$ cat src/rtl/tri_wave_analyzer.sv
// tri_wave_analyzer: receive-side checker for the 4-bit triangle tone stream.
// It follows the slope of the accepted samples and reports the period between
// troughs, the latest peak and trough values, and lock status. It also counts
// malformed steps, meaning jumps larger than one code or two flat steps in a row.
module tri_wave_analyzer #(
    parameter int DW = 4,
    parameter int PW = 8
) (
    input  logic          base_freq,
    input  logic          rst_n,
    input  logic [DW-1:0] sample_in,
    input  logic          sample_valid,
    output logic [PW-1:0] period,
    output logic          period_valid,
    output logic [DW-1:0] peak,
    output logic [DW-1:0] trough,
    output logic          locked,
    output logic          err,
    output logic [PW-1:0] err_count
);

    typedef enum logic [1:0] {
        IDLE = 2'd0,
        RISE = 2'd1,
        FALL = 2'd2
    } state_t;

    localparam logic [PW-1:0]        CNT_MAX = '1;
    localparam logic [PW-1:0]        CNT_ONE = {{(PW-1){1'b0}}, 1'b1};
    localparam logic signed [DW:0]   D_ZERO  = '0;
    localparam logic signed [DW:0]   D_NEG1  = '1;
    localparam logic signed [DW:0]   D_POS1  = {{DW{1'b0}}, 1'b1};

    state_t          state;
    logic [DW-1:0]   p;
    logic [PW-1:0]   cnt;
    logic            flat;
    logic            seen_trough;
    logic [PW-1:0]   last_period;

    logic signed [DW:0] delta;
    logic            step_up;
    logic            step_zero;
    logic            step_down;
    logic            step_bad;
    logic            turn_evt;
    logic            trough_evt;
    logic [PW-1:0]   cnt_next;
    logic [PW-1:0]   err_count_next;
    logic            lock_match;

    // Classify the step from the previous accepted sample and flag slope turns.
    // The delta is one bit wider than a sample, so 15 -> 0 counts as a large
    // drop and is never treated as a wrap-around.
    always_comb begin
        delta          = $signed({1'b0, sample_in}) - $signed({1'b0, p});
        step_up        = (delta == D_POS1);
        step_zero      = (delta == D_ZERO);
        step_down      = (delta == D_NEG1);
        step_bad       = !(step_up || step_zero || step_down) || (step_zero && flat);
        turn_evt       = (state == RISE) && !step_bad && (step_zero || step_down);
        trough_evt     = (state == FALL) && !step_bad && (step_zero || step_up);
        cnt_next       = (cnt == CNT_MAX) ? cnt : cnt + CNT_ONE;
        err_count_next = (err_count == CNT_MAX) ? err_count : err_count + CNT_ONE;
        // last_period is zero only when no report has been made since reset or
        // since the last error. A saturating cnt+1 is never zero, so the
        // nonzero test stands for "a previous report exists".
        lock_match     = (last_period != '0) && (cnt_next == last_period);
    end

    // Slope-tracking state machine with registered reporting outputs. The
    // pulse outputs drop back to zero on every edge that does not re-raise them.
    always_ff @(posedge base_freq or negedge rst_n) begin
        if (!rst_n) begin
            state        <= IDLE;
            p            <= '0;
            cnt          <= '0;
            flat         <= 1'b0;
            seen_trough  <= 1'b0;
            last_period  <= '0;
            period       <= '0;
            period_valid <= 1'b0;
            peak         <= '0;
            trough       <= '0;
            locked       <= 1'b0;
            err          <= 1'b0;
            err_count    <= '0;
        end else begin
            period_valid <= 1'b0;
            err          <= 1'b0;
            if (sample_valid) begin
                case (state)
                    IDLE: begin
                        p     <= sample_in;
                        cnt   <= CNT_ONE;
                        flat  <= 1'b0;
                        state <= RISE;
                    end
                    default: begin
                        if (step_bad) begin
                            // Malformed step: drop lock history and resynchronise
                            // on this sample as the start of a new rise.
                            err         <= 1'b1;
                            err_count   <= err_count_next;
                            locked      <= 1'b0;
                            seen_trough <= 1'b0;
                            last_period <= '0;
                            p           <= sample_in;
                            cnt         <= CNT_ONE;
                            flat        <= 1'b0;
                            state       <= RISE;
                        end else begin
                            p    <= sample_in;
                            flat <= step_zero;
                            cnt  <= cnt_next;
                            if (turn_evt) begin
                                peak  <= p;
                                state <= FALL;
                            end
                            if (trough_evt) begin
                                trough      <= p;
                                state       <= RISE;
                                cnt         <= '0;
                                seen_trough <= 1'b1;
                                if (seen_trough) begin
                                    period       <= cnt_next;
                                    period_valid <= 1'b1;
                                    locked       <= lock_match;
                                    last_period  <= cnt_next;
                                end
                            end
                        end
                    end
                endcase
            end
        end
    end

endmodule

$ cat config.mk
export PLATFORM = sky130hd
export DESIGN_NAME = tri_wave_analyzer
export DESIGN_NICKNAME = d
export VERILOG_FILES = /design/src/rtl/tri_wave_analyzer.sv
export SDC_FILE = /design/constraint.sdc
export NUM_CORES = 1
export LEC_CHECK = 0
export CORE_MARGIN = 4
export CORE_UTILIZATION = 55
export CTS_CLUSTER_DIAMETER = 150
export DETAILED_ROUTE_END_ITERATION = 16
export PLACE_DENSITY_LB_ADDON = 0.08
export RECOVER_POWER = 25
export SYNTH_ARGS = -nofsm -noshare
export SYNTH_HDL_FRONTEND = slang
export SYNTH_SLANG_ARGS = --single-unit
$ cat constraint.sdc
create_clock -name base_freq -period 2.9 [get_ports base_freq]
set_input_delay 0.58 -clock base_freq [delete_from_list [all_inputs] [get_ports base_freq]]
set_output_delay 0.58 -clock base_freq [all_outputs]
set_load 0.02 [all_outputs]
==> results of run 1 <==
## Yosys cell counts (2+ instances only)
cell type	count
and4_1	4
a21o_1	11
nand2b_1	2
a22oi_1	3
ha_1	6
and2_1	2
mux2i_1	4
inv_1	15
xor2_1	3
o2111a_1	3
clkbuf_1	5
o21ai_0	12
a31oi_1	2
nor2_1	12
mux2_2	12
o2bb2ai_1	3
a2bb2oi_1	2
nor4_4	2
nand4_1	5
dfrtp_1	51
o22ai_1	5
nor3_1	4
nor2b_1	2
nand3_1	4
nor4_1	7
a21oi_1	5
and3_1	8
nand2_1	20
xnor2_1	13
## area by class of cell
| cell class | instances | area (um2) |
|---|---|---|
| multi-input cells | 181 | 1401 |
| flip-flops and latches | 51 | 1276 |
| fillers | 347 | 1216 |
| repair buffers | 65 | 571.8 |
| well taps | 67 | 83.83 |
| clock buffers | 6 | 82.58 |
| inverters | 15 | 56.30 |
| clock inverters | 2 | 35.03 |
## repair_timing
action | in CTS | in global routing
pin swaps | 7 | 3
buffers inserted | 1 | 3
gates cloned | 0 | 0
endpoints found under the setup margin | 35 | 37
hold buffers | 0 | 0
hold endpoints to repair | 0 | 0
gates resized for setup | 11 | 6
## per-stage QoR
stage | setup WS (ns) | power [mW]
after floorplan | 0.001720 | 1.236
after global placement | -0.4880 | 1.517
after detailed placement | -0.5584 | 1.538
after CTS | 0.01317 | 2.069
after global routing | 0.02065 | 2.185
final | 0.1334 | 2.082
## report_power, final
part / internal, mW / total [mW] / switching (mW)
Sequential: 0.801 / 0.890 / 0.0895
Combinational: 0.343 / 0.676 / 0.333
Clock: 0.279 / 0.516 / 0.236
## registers in the layout, indices dropped and copies added (netlist names)
register      flops
flat              1
peak              4
err               1
p                 4
cnt               8
period            8
period_valid      1
state             2
trough            4
err_count         8
seen_trough       1
locked            1
last_period       8
## cells by family (layout without fill, tap and decap cells)
kind of cell	after synthesis	after routing	synth area share (%)
muxes	16	16	6.530
buffers and inverters	21	88	2.985
DFF	51	51	47.57
adders and majority gates	7	7	3.545
AOI/OAI and AO/OA	63	63	17.30
xor gates and xnor gates	16	16	5.224
and+or+nand+nor	79	79	16.84
## routing by layer
metal  global-route usage, %  up-vias  routed length [um]
met5                       0        -                   0
met4                   7.829        0                 113
li1                        -     1055                   -
met2                   34.25       67                2800
met1                   30.46     1081                2969
met3                   3.828       12                 306
## worst register-to-register path: stages (launching register included)
cell and delay, ns:
dfrtp_1 0.42, ha_2 0.21, fa_2 0.40, xor2_1 0.16, a2111o_1 0.34, nor4_4 0.32
or2_4 0.22, nand3_4 0.11, mux2_4 0.33
## layout by cell type (no fill, tap or decap), drive strengths merged, types with 4 or more instances in the layout
| cell type | n |
|---|---|
| dfrtp | 51 |
| buf | 31 |
| clkdlybuf4s50 | 30 |
| nand2 | 20 |
| inv | 15 |
| xnor2 | 13 |
| nor2 | 13 |
| o21ai | 13 |
| mux2 | 12 |
| a21o | 11 |
| nor4 | 9 |
| and3 | 8 |
| clkbuf | 8 |
| ha | 6 |
| o22ai | 5 |
| nand4 | 5 |
| nand3 | 5 |
| a21oi | 5 |
| and4 | 4 |
| nor3 | 4 |
| mux2i | 4 |
## worst min path at each step
stage | end | cells after the start | slack, ns | start
after floorplan | cnt[0] | 0 | 0.28 | rst_n
after global placement | period[7] | 2 | 0.46 | period[7]
after detailed placement | period[5] | 1 | 0.47 | period[5]
after CTS | trough[3] | 2 | 0.25 | rst_n
after global routing | period[5] | 1 | 0.52 | period[5]
final | period[5] | 1 | 0.49 | period[5]
==> results.json, run 1 <==
{
  "status": "finished with violations",
  "violations": "max-capacitance violations, max-slew violations",
  "synth_ff_type": "dfrtp_1",
  "crit_fanout": 9,
  "dp_cells": 375,
  "crit_start": "sample_in[2]",
  "relSlewSlack_pct": -6.348,
  "final_nets": 333,
  "period_needed_ns": 2.767,
  "seq_area_frac_synth_pct": 47.57,
  "critical-path-top-delay-family": "buffers and inverters",
  "critical_path_class": "in2reg",
  "grt_max_degree": 30,
  "grtUsageTotal_pct": 21.86,
  "place_area_um2": 3291,
  "place_congestion": 0.8615,
  "viasPerCell": 5.724,
  "path_depth": 10,
  "cp-endpoint": "last_period[3]",
  "synth_top_area_share_pct": 47.57,
  "synthCells": 253,
  "critPathSlowestCell": "clkdlybuf4s50_1",
  "p_leak_nw": 1.626,
  "yosysWarnings": 0,
  "drive_gt1_share_pct": 21.25,
  "pin_count": 34,
  "ant_nets": 0,
  "max_stage_delay_ns": 0.43,
  "r2r-end": "trough[0]",
  "fp.dieW_um": 77.84,
  "num_vias": 2215,
  "firstDrtPassIters": 4,
  "wl_per_cell_um": 15.99,
  "cp-end-kind": "flop",
  "arrival_ns": 2.97,
  "finalHoldViolCount": 0,
  "cts_tree": "built",
  "num_rows": 25,
  "numPortBuffers": 33,
  "timing.fmax_mhz": 361.5,
  "numCtsBuffers": 5,
  "cts-htree-levels": 2,
  "r2r_slack_ns": 0.28,
  "finalSetupTns_ns": 0,
  "slew_violations": 30,
  "grt-ovfl-total": 0,
  "r2r-start": "p[0]",
  "antenna_found_initial": 0,
  "core_um2": 4723,
  "syn_nets": 267,
  "design_area_um2": 3507,
  "cp_cell_sequence": "clkdlybuf4s50_1, ha_1, nand3b_1, and3b_1, buf_4, o2111a_2, or2_4, a21o_1, buf_12, a22o_1",
  "syn_area_um2": 2683,
  "die_y_um": 77.84,
  "synth_area_leaders": "dfrtp_1 (48%), mux2_2 (5.0%), xnor2_1 (4.2%)",
  "routed_wl_um": 6189,
  "clockBufferDepth": 2,
  "synth_cell_type_count": 55,
  "clock_latency_ns": 0.31,
  "area_growth_pct": 30.74,
  "path_clk_slew_ns": 0.09,
  "grt_first_pass_wirelength_um": 10500,
  "p_per_area_nw_per_um2": 593.5,
  "drtIter0Drc": 236,
  "dp_hpwl_um": 4415,
  "drc_errors": 0,
  "r2r_cells": 8,
  "final_cells": 387,
  "synth_enable_flop_cells": 0,
  "fin_skew_ns": 0.007393,
  "diodes": 0,
  "avgSynthCellArea_um2": 10.60,
  "clockRootBuffer": "clkbuf_8",
  "start_util_pct": 56.79,
  "cp-start-kind": "input pin",
  "fin_crit_sh_pct": 95.40,
  "hp-class": "reg2reg",
  "setup_viol": 0,
  "rsz0062_at_grt": "no",
  "post-route-util_pct": 74.25,
  "tightest_slew_ns": 1.595,
  "clock_sink_count": 51,
  "critPathRequiredTime_ns": 3.10,
  "timing.max_cap.violations": 1,
  "fp.dieArea_um2": 6059,
  "worst_hold_slack_ns": 0.4880,
  "irDropWorstVdd_mv": 0.4295,
  "ys_async_sr_fraction_pct": 100.0,
  "synth_top_cell_by_area": "dfrtp_1",
  "synth_seq_cells": 51,
  "crit_buf_inv": 3,
  "grt_pass1_vias": 2193
}
(Power assumes the default switching activity.)
==> inputs of run 2 (changes only) <==
- CORE_ASPECT_RATIO: default -> 1.1
==> run 2 against run 1 <==
  * The run now ends clean
  * Final cell count down 2.8%
  * Total power down 6.0%
  * Core utilization down 0.85 points
  * Highest routed layer unchanged
  * Wire length down 0.50%
  * Largest power group unchanged
  * Register-to-register slack worse by 0.05 ns
  * Clock power down 21%
  * Largest cell class unchanged
  * Worst hold slack worse by 0.0059 ns
  * Die area about the same
  * First-iteration DRC count down 25%
==> results.json, run 2 (synthesis results as in run 1) <==
{
  "rsz0062_at_grt": "yes",
  "routed_wl_um": 6158,
  "cp-start-kind": "input pin",
  "critPathSlowestCell": "clkdlybuf4s50_1",
  "clock_latency_ns": 0.31,
  "design_area_um2": 3438,
  "final_cells": 376,
  "power.total_mw": 1.956,
  "clock_sink_count": 51,
  "path_depth": 9,
  "whs_path_depth": 1,
  "drc_errors": 0,
  "start_util_pct": 57.26,
  "critical-path-top-delay-family": "compound AO/OA/AOI/OAI gates",
  "cp_cell_sequence": "clkdlybuf4s50_1, ha_2, nand3b_1, and3b_1, buf_4, o2111a_2, or2_4, a21o_2, a22o_1",
  "firstDrtPassIters": 6,
  "mostFrequentLayoutCell": "dfrtp_1",
  "status": "finished clean",
  "num_rows": 26,
  "cts_hold_buf": 0,
  "fp.dieW_um": 74.59,
  "fillCellCount": 355,
  "grt-ovfl-total": 0,
  "dp_hpwl_um": 4397,
  "hp-class": "reg2reg",
  "r2r_cells": 10,
  "post-route-util_pct": 73.40,
  "place_congestion": 0.8896,
  "fin_crit_sh_pct": 99.25,
  "timing.max_cap.violations": 0,
  "diodes": 0,
  "die_y_um": 81.25,
  "p_per_area_nw_per_um2": 568.8,
  "p_leak_nw": 1.578,
  "core_um2": 4684,
  "grt_max_degree": 52,
  "critPathRequiredTime_ns": 3.10,
  "crit_fanout": 9,
  "wl_met2_um": 2864,
  "finalHoldViolCount": 0,
  "viasPerCell": 5.766,
  "grt_first_pass_wirelength_um": 10160,
  "cp-end-kind": "flop",
  "fin_skew_ns": 0.01084,
  "fp.dieArea_um2": 6060,
  "clockRootBuffer": "clkbuf_8",
  "slew_violations": 0,
  "drtIter0Drc": 176,
  "arrival_ns": 3.08,
  "mostFrequentLayoutCells": "dfrtp_1 (51), clkdlybuf4s50_1 (31), buf_4 (30), nand2_1 (20), inv_1 (15)",
  "drive_gt1_share_pct": 22.19,
  "grt_pass1_vias": 2192,
  "critical_path_class": "in2reg",
  "wl_per_cell_um": 16.38,
  "numCtsBuffers": 5,
  "place_area_um2": 3264,
  "worst_hold_slack_ns": 0.4820,
  "irDropWorstVdd_mv": 0.4254,
  "max_stage_delay_ns": 0.45,
  "numPortBuffers": 33,
  "ant_nets": 0,
  "wl_met1_um": 2953,
  "setup_viol": 0,
  "relSlewSlack_pct": 16.93,
  "pin_count": 34,
  "clockBufferDepth": 2,
  "path_clk_slew_ns": 0.09,
  "grtUsageTotal_pct": 21.82,
  "final_nets": 333,
  "timing.fmax_mhz": 347.4,
  "num_vias": 2168,
  "cts-htree-levels": 2,
  "cts_tree": "built",
  "antenna_found_initial": 0,
  "wl_met3_um": 229,
  "period_needed_ns": 2.878,
  "area_growth_pct": 28.17,
  "top_layer": "met4",
  "tightest_slew_ns": 1.246,
  "crit_buf_inv": 2,
  "dp_cells": 364
}
[run 2: through the flow]
stage	setup WS [ns]	TNS, ns
floorplan	0.001720	0
global placement	-0.4836	-15.53
detailed placement	-0.5694	-18.97
CTS	0.01679	0
global route	-0.05378	-0.1507
finish	0.02182	0
[run 2: worst register-to-register path: stages (launching register included)]
cell and delay, ns:
dfrtp_1 0.43, ha_2 0.21, fa_2 0.42, xor2_2 0.16, a2111o_1 0.34, nor4_4 0.21, buf_4 0.18, buf_4 0.14
o211ai_2 0.18, nand2b_1 0.20, a2bb2oi_1 0.14
[run 2: layer usage]
metal | GRT usage (%) | vias to the layer above
li1 | - | 1057
met1 | 29.38 | 1044
met2 | 34.97 | 57
met3 | 4.455 | 10
met4 | 7.295 | 0
met5 | 0 | -
[run 2: final timing paths]
check	startpoint	endpoint	slack [ns]
setup / recovery	sample_in[2]	last_period[3]	0.02
hold / removal	period[5]	period[5]	0.48
setup reg to reg	p[0]	cnt[2]	0.23
hold reg to reg	period[5]	period[5]	0.48
max in group asynchronous	rst_n	period[2]	1.53
min in group asynchronous	rst_n	err_count[3]	0.60
[run 2: power by group]
group / total [mW] / switching, mW / internal, mW
Sequential: 0.889 / 0.0885 / 0.800
Combinational: 0.661 / 0.328 / 0.333
Clock: 0.406 / 0.237 / 0.169
Total: 1.96 / 0.653 / 1.30
[run 2: repair_timing]
| action | in CTS | in global routing |
|---|---|---|
| buffers inserted | 3 | 2 |
| endpoints found under the setup margin | 35 | 23 |
| gates resized for setup | 10 | 6 |
| pin swaps | 6 | 1 |
| gates cloned | 0 | 0 |
[run 2: cell type report]
class / instances / area, um2 / area share [%]
timing repair buffer: 65 / 565.5 / 16.45
sequential: 51 / 1276 / 37.12
multi-input combinational: 181 / 1385 / 40.28
inverter: 15 / 56.30 / 1.638
clock buffer: 6 / 72.57 / 2.111
clock inverter: 2 / 12.51 / 0.3639
tap: 56 / 70.07 / 2.038
